## src/rtl/sat_counter.sv

```systemverilog
// Up-counter with clear, load-to-one and optional saturation at all-ones.
module sat_counter #(
  parameter int unsigned WIDTH = 4
) (
  input  logic             clk,
  input  logic             reset,
  input  logic             inc,
  input  logic             load1,
  input  logic             clear,
  input  logic             saturate,
  output logic [WIDTH-1:0] count
);

  localparam logic [WIDTH-1:0] MAX_VAL = '1;

  // Priority: clear, then load-1, then increment (held at max when saturating).
  always_ff @(posedge clk or negedge reset) begin
    if (!reset) begin
      count <= '0;
    end else if (clear) begin
      count <= '0;
    end else if (load1) begin
      count <= WIDTH'(1);
    end else if (inc && !(saturate && (count == MAX_VAL))) begin
      count <= count + WIDTH'(1);
    end
  end

endmodule

```

## config.mk

```make
export PLATFORM = sky130hd
export DESIGN_NAME = sat_counter
export DESIGN_NICKNAME = d
export VERILOG_FILES = /design/src/rtl/sat_counter.sv
export SDC_FILE = /design/constraint.sdc
export NUM_CORES = 1
export LEC_CHECK = 0
export BUFFER_PORTS_ARGS = -buffer_cell sky130_fd_sc_hd__buf_2
export CAP_MARGIN = 20
export CORE_AREA = 4 4 41 43
export CTS_CLUSTER_DIAMETER = 30
export CTS_CLUSTER_SIZE = 16
export DETAILED_ROUTE_END_ITERATION = 7
export DIE_AREA = 0 0 45 47
export GPL_ROUTABILITY_DRIVEN = 1
export GPL_TIMING_DRIVEN = 0
export PLACE_DENSITY = 0.33
export SYNTH_ARGS = -nofsm -noshare
export SYNTH_HDL_FRONTEND = slang
export SYNTH_SLANG_ARGS = --single-unit
```

## constraint.sdc

```tcl
create_clock -name clk -period 1.59 [get_ports clk]
set_input_delay 0.159 -clock clk [delete_from_list [all_inputs] [get_ports clk]]
set_output_delay 0.159 -clock clk [all_outputs]
set_load 0.1 [all_outputs]
```

# ---- Word level (Yosys, flattened, before mapping)
# Index checks and enable logic that the tools add are counted.
dict set report totals {
  wordCells 10
  out_inout_bits 4
  ff_bits 4
  inputBits 6
}
dict set report op_classes {
  n_eq_ne 1
  muxes 3
  addsub 1
  n_reduce_logical 4
}
# cell count
set ops {}
lappend ops {{two-way mux 4 bit} 3}
lappend ops {{adder 4 x 1 -> 4 bit (second input constant)} 1}
lappend ops {{== test 4 bit (second input constant)} 1}
lappend ops {{nonzero test 3 bit} 1}
lappend ops {{logical AND 1 bit} 2}
lappend ops {{zero test 1 bit} 1}

# ---- Depth between registers and ports, before layout
# Gate-level depths: netlist of the first run.
dict set report logic_depth {
  word_depth 7
  depth_mapped 4
  depth_no_buf 4
}

# ---- Worst setup path before layout of the first run
# OpenSTA, ideal clock, no wires.
dict set report synth_timing {
  path_type {reg2reg}
  startpoint {register count[0]}
  endpoint {register count[3]}
  path_slack_ns -0.301
  stages_incl_launch_ff 5
  required_time_ns 1.512
  synth_period_minus_slack_ns 1.891
  arrival_ns 1.813
  path_buffers 0
  path_cell_list {dfrtp_1 ha_1 and4_4 or3_1 a21boi_1}
}
dict set report synth_via {
  elab_chain_cells 5
  word_cells_on_any_way 9
  cone_classes {add/sub (1); eq/ne (1); mux (3); reduce/logical (4)}
}
# element line_no
set synth_lines {}
lappend synth_lines {{start: declaration} 11} ;# output logic [WIDTH-1:0] count
lappend synth_lines {{start signal: assignment} 25} ;# count <= count + WIDTH'(1);
lappend synth_lines {{parallel branches: the longest is 5 deep, another holds adder 4 x 1 -> 4 bit} -}
# Parallel ways; which one is timed is not known. The select of a mux whose other input is x is not followed.
# A chain may end at the register's enable or synchronous reset.

# ---- Worst setup path after layout of the first run
dict set report layout_timing {
  startpoint {register count[0]}
  endpoint {register count[0]}
}
# The elaborated chain is that of the path after synthesis.

==> flow_summary_export.csv, run 1 <==
group,metric,value,unit
synthesis,synth_xor_area_share,0,%
power,pwr-share-seq,40.1,%
synthesis,synth_fa_ha_area_share,5.65,%
clocking,cts_made_buffers,3,
timing,setup_viol,0,
clocking,cts_sinks,4,
setup_path,crit_path_max_fanout,6,
synthesis,synth-simple-area-share,27.1,%
status,status,"completed",
setup_path,critical_path_arrival,1620,ps
route,wl_per_cell,11.1,um
synthesis,yosysUniqueCellTypes,15,
place,post-dp-hpwl,465,um
synthesis,avgSynthCellArea,9.63,um^2
setup_path,crit_path_max_incr_delay,490,ps
clocking,cts_buffer_depth,2,
power,swShare,26.1,%
power,p_switching,0.0000721,W
cells_and_area,top_regs,"count (4)",
die,die_area,2120,um^2
die,rows,13,
synthesis,syn-num-nets,30,
synthesis,syn_inst,23,
place,place_congestion,0.653,
clocking,cts_max_level,1,
clocking,ctsResizeCount,0,
route,antenna_left,0,
synthesis,synth.mux.area_fraction,0,%
synthesis,ys_seq_area_share,45.2,%
synthesis,synth-warning-count,0,
grt,grt_max_degree,7,
timing,rsz0062_at_grt,"no",
timing,skew,2.97,ps
cells_and_area,regMostFlops,"count",
timing,finalSetupTns,0,ps
grt,grt_pass1_wl,1040,um
clocking,root_buffer,"clkbuf_4",
route,drt_pre_antenna_iters,1,
setup_path,crit_required,1730,ps
die,start_util,17.0,%
setup_path,start_kind,"register",
grt,grt_pass1_vias,245,
setup_path,endpoint_kind,"register",
synthesis,synth-compound-area-share,18.6,%
synthesis,synth-seq-cells,4,
power,p_int,0.000204,W
clocking,cts_tree,"yes",
timing,whs,97.6,ps
setup_path,slowest_stage,"dfrtp_4",
grt,grt.total_usage,7.13,%
setup_path,worstPathCellList,"ha_2 > and4_4 > or3_1 > a31oi_1",
route,vias,226,
route,drc,0,
die,die_y,47,um
die,fp.dieW,45,um
route,drt_iter0_markers,0,
power,p_clk_share,43.1,%
power,ir_drop,0.290,mV
timing,post-route-period-util,93.2,%
route,vias_per_cell,4.43,
synthesis,syn_area,221,um^2
timing,fmax,674,MHz
die,ios,10,
die,core_area,1300,um^2
setup_path,crit_family,"simple AND/OR/NAND/NOR gates",
cells_and_area,nNetsFinal,45,
route,routed_wl,567,um
setup_path,worst-path-buf-inv,0,
synthesis,synth_top_family_by_area,"simple AND/OR/NAND/NOR gates",
timing,setup_ws,107,ps
cells_and_area,largest_reg_flops,4,
worst_hold_path,hp-class,"in -> reg",
setup_path,path_class,"reg -> reg",
timing,slew_viol_final,0,
place,numPortBuffers,9,
flow_run,drv_cap,0,
clocking,clk_latency,230,ps
cells_and_area,diodes,0,
clocking,path_clk_slew,30,ps
cells_and_area,synthToLayoutAreaGrowth,49.2,%
timing,fin_crit,1480,ps
grt,antenna_found_initial,0,
power,pwr_density_cell,837,nW/um^2
cells_and_area,drive_gt1_share,50.0,%
timing,worst_pin_slew,486,ps
place,pre_cts_ws,97.6,ps
power,power.share.combinational,16.7,%
power,power.leakage,0.151,nW
timing,hold_viol_final,0,
grt,grt.overflow.total,0,
timing,relSlewSlack,67.8,%
## path summary, 6_finish.rpt
check / startpoint / end / slack (ps) / cells past startpoint
max: count[0] / count[0] / 110 / 4
min: clear / count[0] / 100 / 2
min reg2reg: count[3] / count[3] / 590 / 2
max reg2reg: count[0] / count[0] / 110 / 4
min in group asynchronous: reset / count[3] / 260 / 2
max in group asynchronous: reset / count[0] / 1190 / 2
## through the flow
stage                     cells  cell area (um^2)  total power [W]  utilization [%]
after floorplan              23               234         0.000141                -
after global placement       47               298         0.000156             22.9
after detailed placement     47               298         0.000157             22.9
after CTS                    51               330         0.000285             25.4
after global routing         51               330         0.000297             25.4
final                        51               330         0.000277             25.4
## kinds of logic (layout without fill, tap and decap cells)
kind of cell	Yosys count	after routing
adder cells (fa/ha/maj)	1	1
buffers and inverters	2	15
AND/OR/NAND/NOR	9	9
flip-flops	4	4
AO/OA/AOI/OAI	7	7
## cells in the final DEF, fill, tap and decap left out
master | netlist | final
a21boi_0 | 1 | 1
a21boi_1 | 1 | 1
a21oi_1 | 1 | 1
a31oi_1 | 1 | 1
and3b_1 | 1 | 1
and4_4 | 1 | 1
buf_2 | 0 | 9
clkbuf_4 | 0 | 3
dfrtp_2 | 0 | 2
dfrtp_4 | 0 | 2
dlygate4sd3_1 | 0 | 1
ha_2 | 0 | 1
inv_1 | 2 | 2
nand2_1 | 1 | 1
nand3b_1 | 1 | 1
nand4_1 | 2 | 2
nor2_1 | 1 | 1
o21ai_0 | 3 | 3
or3_1 | 2 | 2
## layer usage
metal  vias up  track usage, %  routed length [um]
met5         -               0                   0
met4         0            3.51                   0
li1        114               -                   -
met3         0            3.83                  35
met2         6            11.3                 272
met1       106            7.80                 259
## synthesized netlist by cell type (all sizes together)
cell / instances / area [um^2]
dfrtp: 4 / 100
o21ai: 3 / 15.0
a21boi: 2 / 15.0
inv: 2 / 7.51
nand4: 2 / 12.5
or3: 2 / 12.5
a21oi: 1 / 5.00
a31oi: 1 / 6.26
and3b: 1 / 8.76
and4: 1 / 11.3
ha: 1 / 12.5
nand2: 1 / 3.75
nand3b: 1 / 7.51
nor2: 1 / 3.75
## power by group through the flow
stage	Clock, W	Combinational [W]	Sequential (W)
finish	0.000119	0.0000463	0.000111
floorplan	0	0.00000877	0.000132
CTS	0.000127	0.0000469	0.000111
global route	0.000135	0.0000508	0.000112
detailed placement	0	0.0000449	0.000113
global placement	0	0.0000441	0.000112
## area by class of cell
cell class | instances | area (um^2)
fillers | 153 | 971
multi-input cells | 17 | 116
flip-flops and latches | 4 | 110
repair buffers | 10 | 55.1
clock buffers | 3 | 22.5
well taps | 15 | 18.8
inverters | 2 | 7.51
## repair_timing
| action | in CTS | in global routing |
|---|---|---|
| hold buffers | 1 | 0 |
| endpoints found under the setup margin | 0 | 0 |
| hold endpoints to repair | 4 | 0 |
| setup buffers | 0 | 0 |
No activity file was read; power rests on OpenSTA's default activity.
==> inputs of run 2 (changes only) <==
--- a/config.mk
+++ b/config.mk
@@ -13,7 +13,7 @@
 export DETAILED_ROUTE_END_ITERATION = 7
 export DIE_AREA = 0 0 45 47
 export GPL_ROUTABILITY_DRIVEN = 1
-export GPL_TIMING_DRIVEN = 0
+export GPL_TIMING_DRIVEN = 1
 export PLACE_DENSITY = 0.33
 export SYNTH_ARGS = -nofsm -noshare
 export SYNTH_HDL_FRONTEND = slang
==> flow_summary_export.csv, run 2 (synthesis gave the netlist of run 1 again) <==
group,metric,value,unit
clocking,cts_made_buffers,3,
setup_path,worst-path-buf-inv,0,
power,pwr_density_cell,836,nW/um^2
setup_path,rr_worst_depth,4,
setup_path,worstPathCellList,"ha_2 > and4_4 > or3_1 > a31oi_1",
setup_path,start_kind,"register",
die,fp.dieW,45,um
grt,grt.total_usage,6.74,%
setup_path,critical_path_arrival,1610,ps
clocking,cts_tree,"yes",
timing,fmax,679,MHz
setup_path,crit_path_max_incr_delay,490,ps
cells_and_area,largest_reg_flops,4,
place,place_congestion,0.672,
die,die_y,47,um
status,status,"completed",
grt,grt_pass1_wl,972,um
clocking,clk_latency,230,ps
cells_and_area,final_cell_mix,"buf_2, o21ai_0, clkbuf_4",
route,antenna_left,0,
cells_and_area,regMostFlops,"count",
route,vias,223,
die,start_util,17.0,%
place,pre_cts_ws,109,ps
setup_path,worstReg2RegStart,"count[0]",
die,rows,13,
clocking,cts_max_level,1,
setup_path,crit_path_max_fanout,6,
grt,antenna_found_initial,0,
worst_hold_path,hold_end,"count[0]",
cells_and_area,nNetsFinal,45,
grt,grt_use_met2,10.5,%
setup_path,endpoint_kind,"register",
clocking,root_buffer,"clkbuf_4",
timing,hold_viol_final,0,
route,drt_iter0_markers,2,
timing,setup_ws,118,ps
timing,fin_crit,1470,ps
setup_path,path_class,"reg -> reg",
setup_path,crit_required,1730,ps
route,routed_wl,546,um
grt,grt_max_degree,7,
timing,rsz0062_at_grt,"no",
worst_hold_path,hold_depth,2,
die,die_area,2120,um^2
worst_hold_path,hp-start,"clear",
cells_and_area,top_regs,"count (4)",
route,wl_per_cell,10.7,um
timing,skew,2.60,ps
clocking,cts_buffer_depth,2,
grt,gr-usage-met1,7.34,%
clocking,path_clk_slew,30,ps
place,post-dp-hpwl,456,um
clocking,cts_sinks,4,
setup_path,r2r_slack,120,ps
clocking,post_cts_buffers,0,
worst_hold_path,hp-class,"in -> reg",
cells_and_area,fillers,149,
timing,finalSetupTns,0,ps
grt,met3_usage,3.83,%
cells_and_area,drive_gt1_share,50.0,%
timing,slew_viol_final,0,
cells_and_area,diodes,0,
grt,top_usage_layer,"met2",
cells_and_area,final_common_cell,"buf_2",
die,ios,10,
flow_run,drv_cap,0,
place,numPortBuffers,9,
route,drt_pre_antenna_iters,4,
setup_path,crit_family,"simple AND/OR/NAND/NOR gates",
timing,worst_pin_slew,485,ps
cells_and_area,synthToLayoutAreaGrowth,49.2,%
grt,grt.overflow.total,0,
power,power.leakage,0.151,nW
timing,relSlewSlack,67.9,%
timing,post-route-period-util,92.6,%
route,drc,0,
power,ir_drop,0.283,mV
route,vias_per_cell,4.37,
die,core_area,1300,um^2
setup_path,slowest_stage,"dfrtp_4",
setup_path,r2r-end,"count[0]",
grt,grt_pass1_vias,234,
timing,setup_viol,0,
run 2: worst max path at each step:
stage | startpoint | to | slack (ps) | depth (start not counted)
after global routing | count[0] | count[0] | 1 | 4
final | count[0] | count[0] | 120 | 4
after CTS | count[0] | count[0] | 100 | 4
after detailed placement | count[0] | count[0] | 110 | 4
after floorplan | count[0] | count[3] | 1 | 4
after global placement | count[0] | count[0] | 120 | 4
run 2: area by class of cell:
class,count,area [um^2],area share (%)
Tap cell,15,18.8,5.68
Clock buffer,3,22.5,6.82
Timing Repair Buffer,10,55.1,16.7
Multi-Input combinational cell,17,116,35.2
Sequential cell,4,110,33.3
Inverter,2,7.51,2.27
run 2: routing by layer:
metal | up-vias | routed length (um)
met5 | - | 0
met4 | 0 | 0
met3 | 0 | 27
met2 | 6 | 257
met1 | 103 | 261
li1 | 114 | -
run 2: repair_timing:
| item | CTS | global route |
|---|---|---|
| resized for setup | 0 | 0 |
| endpoints found under the hold margin | 4 | 0 |
| hold buffers | 1 | 0 |
run 2: per-stage QoR:
step / hold slack, ps / cell area (um^2) / cells / utilization (%) / total power (W)
final: 97.8 / 330 / 51 / 25.4 / 0.000276
after global routing: 103 / 330 / 51 / 25.4 / 0.000297
after CTS: 92.5 / 330 / 51 / 25.4 / 0.000285
after detailed placement: -30.7 / 298 / 47 / 22.9 / 0.000157
after global placement: -34.3 / 298 / 47 / 22.9 / 0.000156
after floorplan: -137 / 234 / 23 / - / 0.000141
run 2: power breakdown:
part | leakage (nW) | switching, W | total, W | internal [W]
registers | 0.0476 | 0.00000374 | 0.000111 | 0.000107
logic | 0.0894 | 0.0000328 | 0.0000461 | 0.0000133
clock network | 0.0138 | 0.0000354 | 0.000119 | 0.0000840
total | 0.151 | 0.0000719 | 0.000276 | 0.000204
